### config.mk
export PLATFORM = sky130hd
export DESIGN_NAME = sprite_line_fetcher
export DESIGN_NICKNAME = d
export VERILOG_FILES = /design/src/rtl/sprite_line_fetcher.sv
export SDC_FILE = /design/constraint.sdc
export NUM_CORES = 1
export LEC_CHECK = 0
export BUFFER_PORTS_ARGS = -buffer_cell sky130_fd_sc_hd__buf_2
export CAP_MARGIN = 20
export CORE_ASPECT_RATIO = 1.4
export CORE_MARGIN = 10
export CORE_UTILIZATION = 40
export CTS_CLUSTER_DIAMETER = 80
export DETAILED_ROUTE_END_ITERATION = 12
export SLEW_MARGIN = 0
export SYNTH_ARGS = -nofsm -noshare
export SYNTH_HDL_FRONTEND = slang
export SYNTH_SLANG_ARGS = --single-unit
### constraint.sdc
create_clock -name clk -period 3.2 [get_ports clk]
set_clock_uncertainty 0.1 [all_clocks]
set_input_delay 0.32 -clock clk [delete_from_list [all_inputs] [get_ports clk]]
set_output_delay 0.32 -clock clk [all_outputs]
set_load 0.05 [all_outputs]
### src/rtl/sprite_line_fetcher.sv
// Fetches one 64-pixel, 4-bpp sprite row from the sprite ROM into a local line buffer,
// then streams it one pixel per valid/ready transfer, MSB nibble of each word first.
module sprite_line_fetcher #(
    parameter int unsigned ROM_LATENCY   = 2,
    parameter int unsigned WORDS_PER_ROW = 16
) (
    input  logic        clk,
    input  logic        rst_i,
    input  logic        start_i,
    input  logic [2:0]  sprite_sel_i,
    input  logic [5:0]  row_i,
    output logic        busy_o,
    output logic        done_o,
    output logic [2:0]  rom_sprite_sel_o,
    output logic [9:0]  rom_word_addr_o,
    input  logic [15:0] rom_data_i,
    output logic        pix_valid_o,
    input  logic        pix_ready_i,
    output logic [3:0]  pix_o,
    output logic [5:0]  pix_x_o,
    output logic        pix_last_o
);

    localparam int unsigned DrainW = (ROM_LATENCY > 1) ? $clog2(ROM_LATENCY) : 1;

    typedef enum logic [1:0] {StIdle, StFetch, StDrain, StStream} state_t;

    state_t                  state_q;
    logic [3:0]              fetch_cnt_q;
    logic [3:0]              cap_cnt_q;
    logic [ROM_LATENCY-1:0]  cap_pipe_q;
    logic [DrainW-1:0]       drain_cnt_q;
    logic [5:0]              x_q;
    logic [2:0]              sel_q;
    logic [9:0]              addr_q;
    logic                    valid_q;
    logic                    busy_q;
    logic                    done_q;
    logic [15:0]             buf_q [WORDS_PER_ROW];

    logic                    xfer;
    logic                    capture;
    logic [ROM_LATENCY:0]    pipe_next;
    logic [15:0]             word;

    assign xfer      = valid_q & pix_ready_i;
    // A request issued in FETCH returns ROM_LATENCY cycles later; the pipe tags those cycles.
    assign capture   = cap_pipe_q[ROM_LATENCY-1];
    assign pipe_next = {cap_pipe_q, (state_q == StFetch)};

    always_ff @(posedge clk) begin
        if (rst_i) begin
            state_q     <= StIdle;
            fetch_cnt_q <= '0;
            cap_cnt_q   <= '0;
            cap_pipe_q  <= '0;
            drain_cnt_q <= '0;
            x_q         <= '0;
            sel_q       <= '0;
            addr_q      <= '0;
            valid_q     <= 1'b0;
            busy_q      <= 1'b0;
            done_q      <= 1'b0;
        end else begin
            done_q     <= 1'b0;
            cap_pipe_q <= pipe_next[ROM_LATENCY-1:0];
            if (capture) begin
                cap_cnt_q <= cap_cnt_q + 4'd1;
            end
            unique case (state_q)
                StIdle: begin
                    if (start_i) begin
                        sel_q       <= sprite_sel_i;
                        addr_q      <= {row_i, 4'd0};
                        fetch_cnt_q <= '0;
                        busy_q      <= 1'b1;
                        state_q     <= StFetch;
                    end
                end
                StFetch: begin
                    if (fetch_cnt_q == 4'(WORDS_PER_ROW - 1)) begin
                        drain_cnt_q <= '0;
                        state_q     <= StDrain;
                    end else begin
                        fetch_cnt_q <= fetch_cnt_q + 4'd1;
                        addr_q[3:0] <= fetch_cnt_q + 4'd1;
                    end
                end
                StDrain: begin
                    if (drain_cnt_q == DrainW'(ROM_LATENCY - 1)) begin
                        x_q     <= '0;
                        valid_q <= 1'b1;
                        state_q <= StStream;
                    end else begin
                        drain_cnt_q <= drain_cnt_q + 1'b1;
                    end
                end
                StStream: begin
                    if (xfer) begin
                        x_q <= x_q + 6'd1;
                        if (x_q == 6'd63) begin
                            valid_q <= 1'b0;
                            busy_q  <= 1'b0;
                            done_q  <= 1'b1;
                            state_q <= StIdle;
                        end
                    end
                end
                default: state_q <= StIdle;
            endcase
        end
    end

    // Line buffer contents are don't-care after reset, so it carries no reset.
    always_ff @(posedge clk) begin
        if (!rst_i && capture) begin
            buf_q[cap_cnt_q] <= rom_data_i;
        end
    end

    always_comb begin
        word  = buf_q[x_q[5:2]];
        pix_o = 4'd0;
        if (valid_q) begin
            unique case (x_q[1:0])
                2'd0: pix_o = word[15:12];
                2'd1: pix_o = word[11:8];
                2'd2: pix_o = word[7:4];
                2'd3: pix_o = word[3:0];
                default: pix_o = 4'd0;
            endcase
        end
    end

    assign busy_o           = busy_q;
    assign done_o           = done_q;
    assign rom_sprite_sel_o = sel_q;
    assign rom_word_addr_o  = addr_q;
    assign pix_valid_o      = valid_q;
    assign pix_x_o          = x_q;
    assign pix_last_o       = valid_q && (x_q == 6'd63);

endmodule
; Word level (Yosys, flattened, before mapping)
; Memories as Yosys holds them, arrays and structs flattened. A register that Yosys moved wholly into a read port is not among the register bits.
; Cells that the tools add are included.
[word_totals]
ff_bits = 35
mem_bits_rw = 256
inputBits = 29
out_inout_bits = 27
wordCells = 81
memories = 1
[op_classes]
n_addsub = 4
n_eq_ne = 14
n_mux = 30
bitwise_logic = 3
n_reduce_logical = 17
[memory_table]
columns = name, words, width, read_ports, rd_ports_with_merged_regs, wr, line_no
row1 = buf_q, 16, 16, 1, 1, 1, 39  ; logic [15:0] buf_q [WORDS_PER_ROW];
[op_table]
columns = cell, n
row1 = 4-bit two-way mux, 6
row2 = 4-bit one-hot mux with 2 select lines, 2
row3 = 4-bit one-hot mux with 4 select lines, 1
row4 = 6-bit two-way mux, 2
row5 = 6-bit one-hot mux with 2 select lines, 1
row6 = 2-bit two-way mux, 5
row7 = "2-bit != test, second input constant", 5
row8 = 1-bit two-way mux, 9
row9 = "4-bit by 1-bit adder with 4-bit output, second input constant", 2
row10 = "2-bit equality test, second input constant", 4
row11 = 2-bit one-hot mux with 4 select lines, 1
row12 = 4-bit AND reduction, 2
row13 = 2-bit nonzero test, 4
row14 = "6-bit by 1-bit adder with 6-bit output, second input constant", 1
row15 = "6-bit equality test, second input constant", 1
row16 = 1-bit one-hot mux with 2 select lines, 3
row17 = 3-bit AND reduction, 2
row18 = 5-bit AND reduction, 1
row19 = "2-bit by 1-bit equality test with 1-bit output, second input constant", 2
row20 = "4-bit equality test, second input constant", 1
row21 = 2-bit logical NOT, 2
row22 = 2-bit AND reduction, 2
row23 = 3-bit OR reduction, 1
row24 = 1-bit logical AND, 2
row25 = other kinds (5), 6

; Logic depth before layout (Yosys ltp)
[depth]
ltp_word = 5
depth_mapped = 8
mapped_depth_nobuf = 7

; Worst setup path after synthesis
; No wires, ideal clock.
[synth_path]
path_kind = reg2out
start = register x_q[0], in the netlist pix_x_o[0]
end = output pix_o[1]
arrival_ns = 2.418
required_ns = 2.780
path_slack_ns = 0.362
path_stages_with_launch = 8
n_path_buf = 1
cell_sequence = dfxtp_1 -> inv_1 -> ha_1 -> buf_1 -> nor2b_1 -> nand2_1 -> nand3_1 -> a31oi_1
[synth_via]
elab_chain_len = 3
[synth_lines]
columns = element, line_no
row1 = from (decl), 33  ; logic [5:0] x_q;
row2 = from (signal assigned), 100  ; x_q <= x_q + 6'd1;
row3 = 2-bit equality test (tied with other cells), 125  ; unique case (x_q[1:0])
row4 = 4-bit one-hot mux with 4 select lines (*), 125
row5 = 4-bit two-way mux (*), 124  ; if (valid_q) begin
row6 = to (decl), 19  ; output logic [3:0] pix_o,
; Mark *: on every way between the ends. The rest lies on a longest branch, timed or not.

==> flow_summary.toml <==
[logic_synthesis]
syn_avg_cell_area_sq_um = 17.3
synth_simple_gate_area_share_pct = 6.93
async_flop_share_pct = 0
synth_edf_count = 256
synth_seq_cells = 291
synth_cells = 672
synthAdderAreaFrac_pct = 1.51
yosysUniqueCellTypes = 46
synth_top_area_share_pct = 66.2
yosys_most_used_dff = "edfxtp_1"
synthTopCellsByArea = "edfxtp_1 66%, mux4_2 8.5%, dfxtp_1 6.0%, mux2i_1 2.0%, mux2_2 1.7%"
synthesis.area_sq_um = 11600
synth_compound_area_share_pct = 3.80
yosysSeqAreaShare_pct = 72.3
syn_nets = 715
synth_xor_area_share_pct = 0.755
synth_top_family_by_area = "multiplexers"
yosysTopAreaCell = "edfxtp_1"
synth_mux_area_share_pct = 13.0
synth-warning-count = 0

[sta]
worst_slack_ns = 0.0760
rsz0062_at_grt = "no"
final.setup.tns_ns = 0
finalSetupViolCount = 0
period_share_pct = 97.6
tightest_slew_ns = 0.857
layout_min_cycle_time_ns = 3.12
fmaxAchievable_mhz = 320
report.final.slew_viol_count = 0
hold_slack_ns = 0.0594
slew_headroom_pct = 42.9
hold_violations = 0

[die]
die_h_um = 222
die_area_sq_um = 36300
core-area_sq_um = 28500
io_pins = 56
start_util_pct = 40.7
num_rows = 73
die_w_um = 164

[pwr]
power_density_nw_per_um2 = 588
irDropWorstVdd_mv = 0.427
p_leak_nw = 4.35
p_total_mw = 7.91

[min_path]
whs_endpoint = "buf_q[0][13]$_DFFE_PP_"
holdCritPathClass = "primary input to flop"
min_path_cells = 1
min-delay-start = "rom_data_i[13]"

[placement]
dp.cells = 1101
port_buffers = 55
pre_cts_ws_ns = 0.504
gp_congestion = 0.803
placed_area_sq_um = 12400
hpwl_mm = 17.1

[global_routing]
gr-total-overflow = 0
antenna_found_initial = 2
grt_usage_pct = 14.6
grt_pass1_vias = 6737
grt_max_degree = 36
grt_pass1_wl_mm = 40.9

[setup_path]
timing.rr.start = "cap_pipe_q[1]$_SDFF_PP0_"
path_cells = "buf_4, buf_12, mux4_2, mux2i_1, nor2_1, nor3_1, a31oi_1, clkbuf_4"
cp.required_ns = 2.78
critPathLaunchType = "flop"
crit_slowest_cell = "mux4_2"
rrSetupSlack_ns = 1.05
reg2reg_to = "buf_q[14][2]$_DFFE_PP_"
path_class = "flop to output port"
cpPeakStageDelay_ns = 0.49
crit_arrival_ns = 2.70
critPathMaxFanout = 9
rr_worst_depth = 4
endpoint_kind = "output port"

[routing]
wl_per_cell_um = 22.8
wl_mm = 26.6
drtIter0Drc = 490
dr.pass1.iters = 5
remaining_drc_errors = 0
via_per_inst = 5.43
top_layer_used = "met5"
dr_wl_met2_mm = 14.0
vias = 6326
wl_met1_mm = 10.7
wl_met3_mm = 1.42
postRouteAntennaNets = 0

[layout]
diodes = 0
utilization_pct = 47.2
mostFrequentLayoutCells = "256 x edfxtp_1, 54 x buf_2, 44 x mux4_2"
layout_commonest_cell = "edfxtp_1"
drive_gt1_share_pct = 25.4
fin_cells = 1165
design_area_sq_um = 13500
synthToLayoutAreaGrowth_pct = 15.9
layout.nets = 814

[cts]
cts.sink_count = 291
clk_pin_slew_ns = 0.06
cts_tree = "yes"
cts.path.max_buffers = 3
htreeDepth = 1
clock_latency_ns = 0.53
cts_root_buffer = "clkbuf_16"
numCtsBuffers = 27

[outcome]
status = "finished, final reports clean"

[flow_run]
drv_cap = 0
==> synth_stat cells (5+ instances only) <==
master	number
mux4_2	44
o21ai_0	6
nand2b_1	10
ha_1	14
buf_2	10
xor2_1	6
nor3_1	10
a21oi_1	21
nand2_1	37
a31oi_1	6
a211oi_1	12
mux2_2	18
and2_1	18
inv_1	6
dfxtp_1	35
nor2_1	43
clkbuf_1	9
mux2i_1	23
nor4_1	5
edfxtp_1	256
nor2b_1	19
nand3_1	14
o22ai_1	9
==> where the power goes <==
part | switching, mW | internal, mW | leakage [nW]
Sequential | 0.0550 | 4.19 | 2.59
Clock | 1.31 | 1.78 | 0.399
Combinational | 0.393 | 0.177 | 1.36
Total | 1.76 | 6.15 | 4.35
==> what timing repair did <==
action                                  in CTS  in global routing
endpoints found under the hold margin        9                  0
hold buffers                                 9                  0
endpoints found under the setup margin       4                  4
cloned                                       0                  0
pin swaps                                    0                  0
resized for setup                            2                  6
buffers inserted                             1                  6
==> sequential cells by signal, indices dropped and copies added (netlist names), 2 cells and up, named ones only <==
| register | flops |
|---|---|
| buf_q | 256 |
| rom_word_addr_o | 10 |
| pix_x_o | 6 |
| cap_cnt_q | 4 |
| rom_sprite_sel_o | 3 |
| cap_pipe_q | 2 |
| state_q | 2 |
==> metal layers <==
metal	global-route usage [%]	up-vias
met4	3.69	4
li1	-	2820
met1	18.1	3282
met5	0	-
met3	2.58	36
met2	25.4	184
==> area by class of cell <==
| cell class | instances | area, sq um |
|---|---|---|
| well taps | 375 | 469 |
| clock buffers | 31 | 691 |
| clock inverters | 17 | 159 |
| fillers | 2428 | 15000 |
| repair buffers | 101 | 687 |
| inverters | 6 | 22.5 |
| flip-flops and latches | 291 | 8400 |
| multi-input cells | 344 | 3020 |
==> worst max-delay path: cells and delay by family (launching register included) <==
kind | cells | cell delay (ns)
mux | 2 | 0.68
compound gates | 1 | 0.18
buf+inv | 3 | 0.52
flops | 1 | 0.45
simple gates | 2 | 0.32
==> kinds of logic after synthesis <==
kind of cell / count (synthesis)
adder cells (fa/ha/maj): 14
AO/OA/AOI/OAI: 68
flip-flops: 291
XOR/XNOR: 10
multiplexers: 88
buffers and inverters: 37
AND/OR/NAND/NOR: 164
==> how the worst max path moves through the flow <==
stage / startpoint / to / slack (ns) / cells after the start
floorplan: pix_x_o[0]$_SDFFE_PP0N_ / pix_o[1] / 0.36 / 7
global placement: flop / pix_o[0] / 0.48 / 6
detailed placement: flop / pix_o[0] / 0.50 / 6
CTS: flop / pix_o[0] / 0.007 / 7
global route: flop / pix_o[2] / 0.001 / 7
finish: flop / pix_o[0] / 0.08 / 8
(Power assumes the default switching activity.)
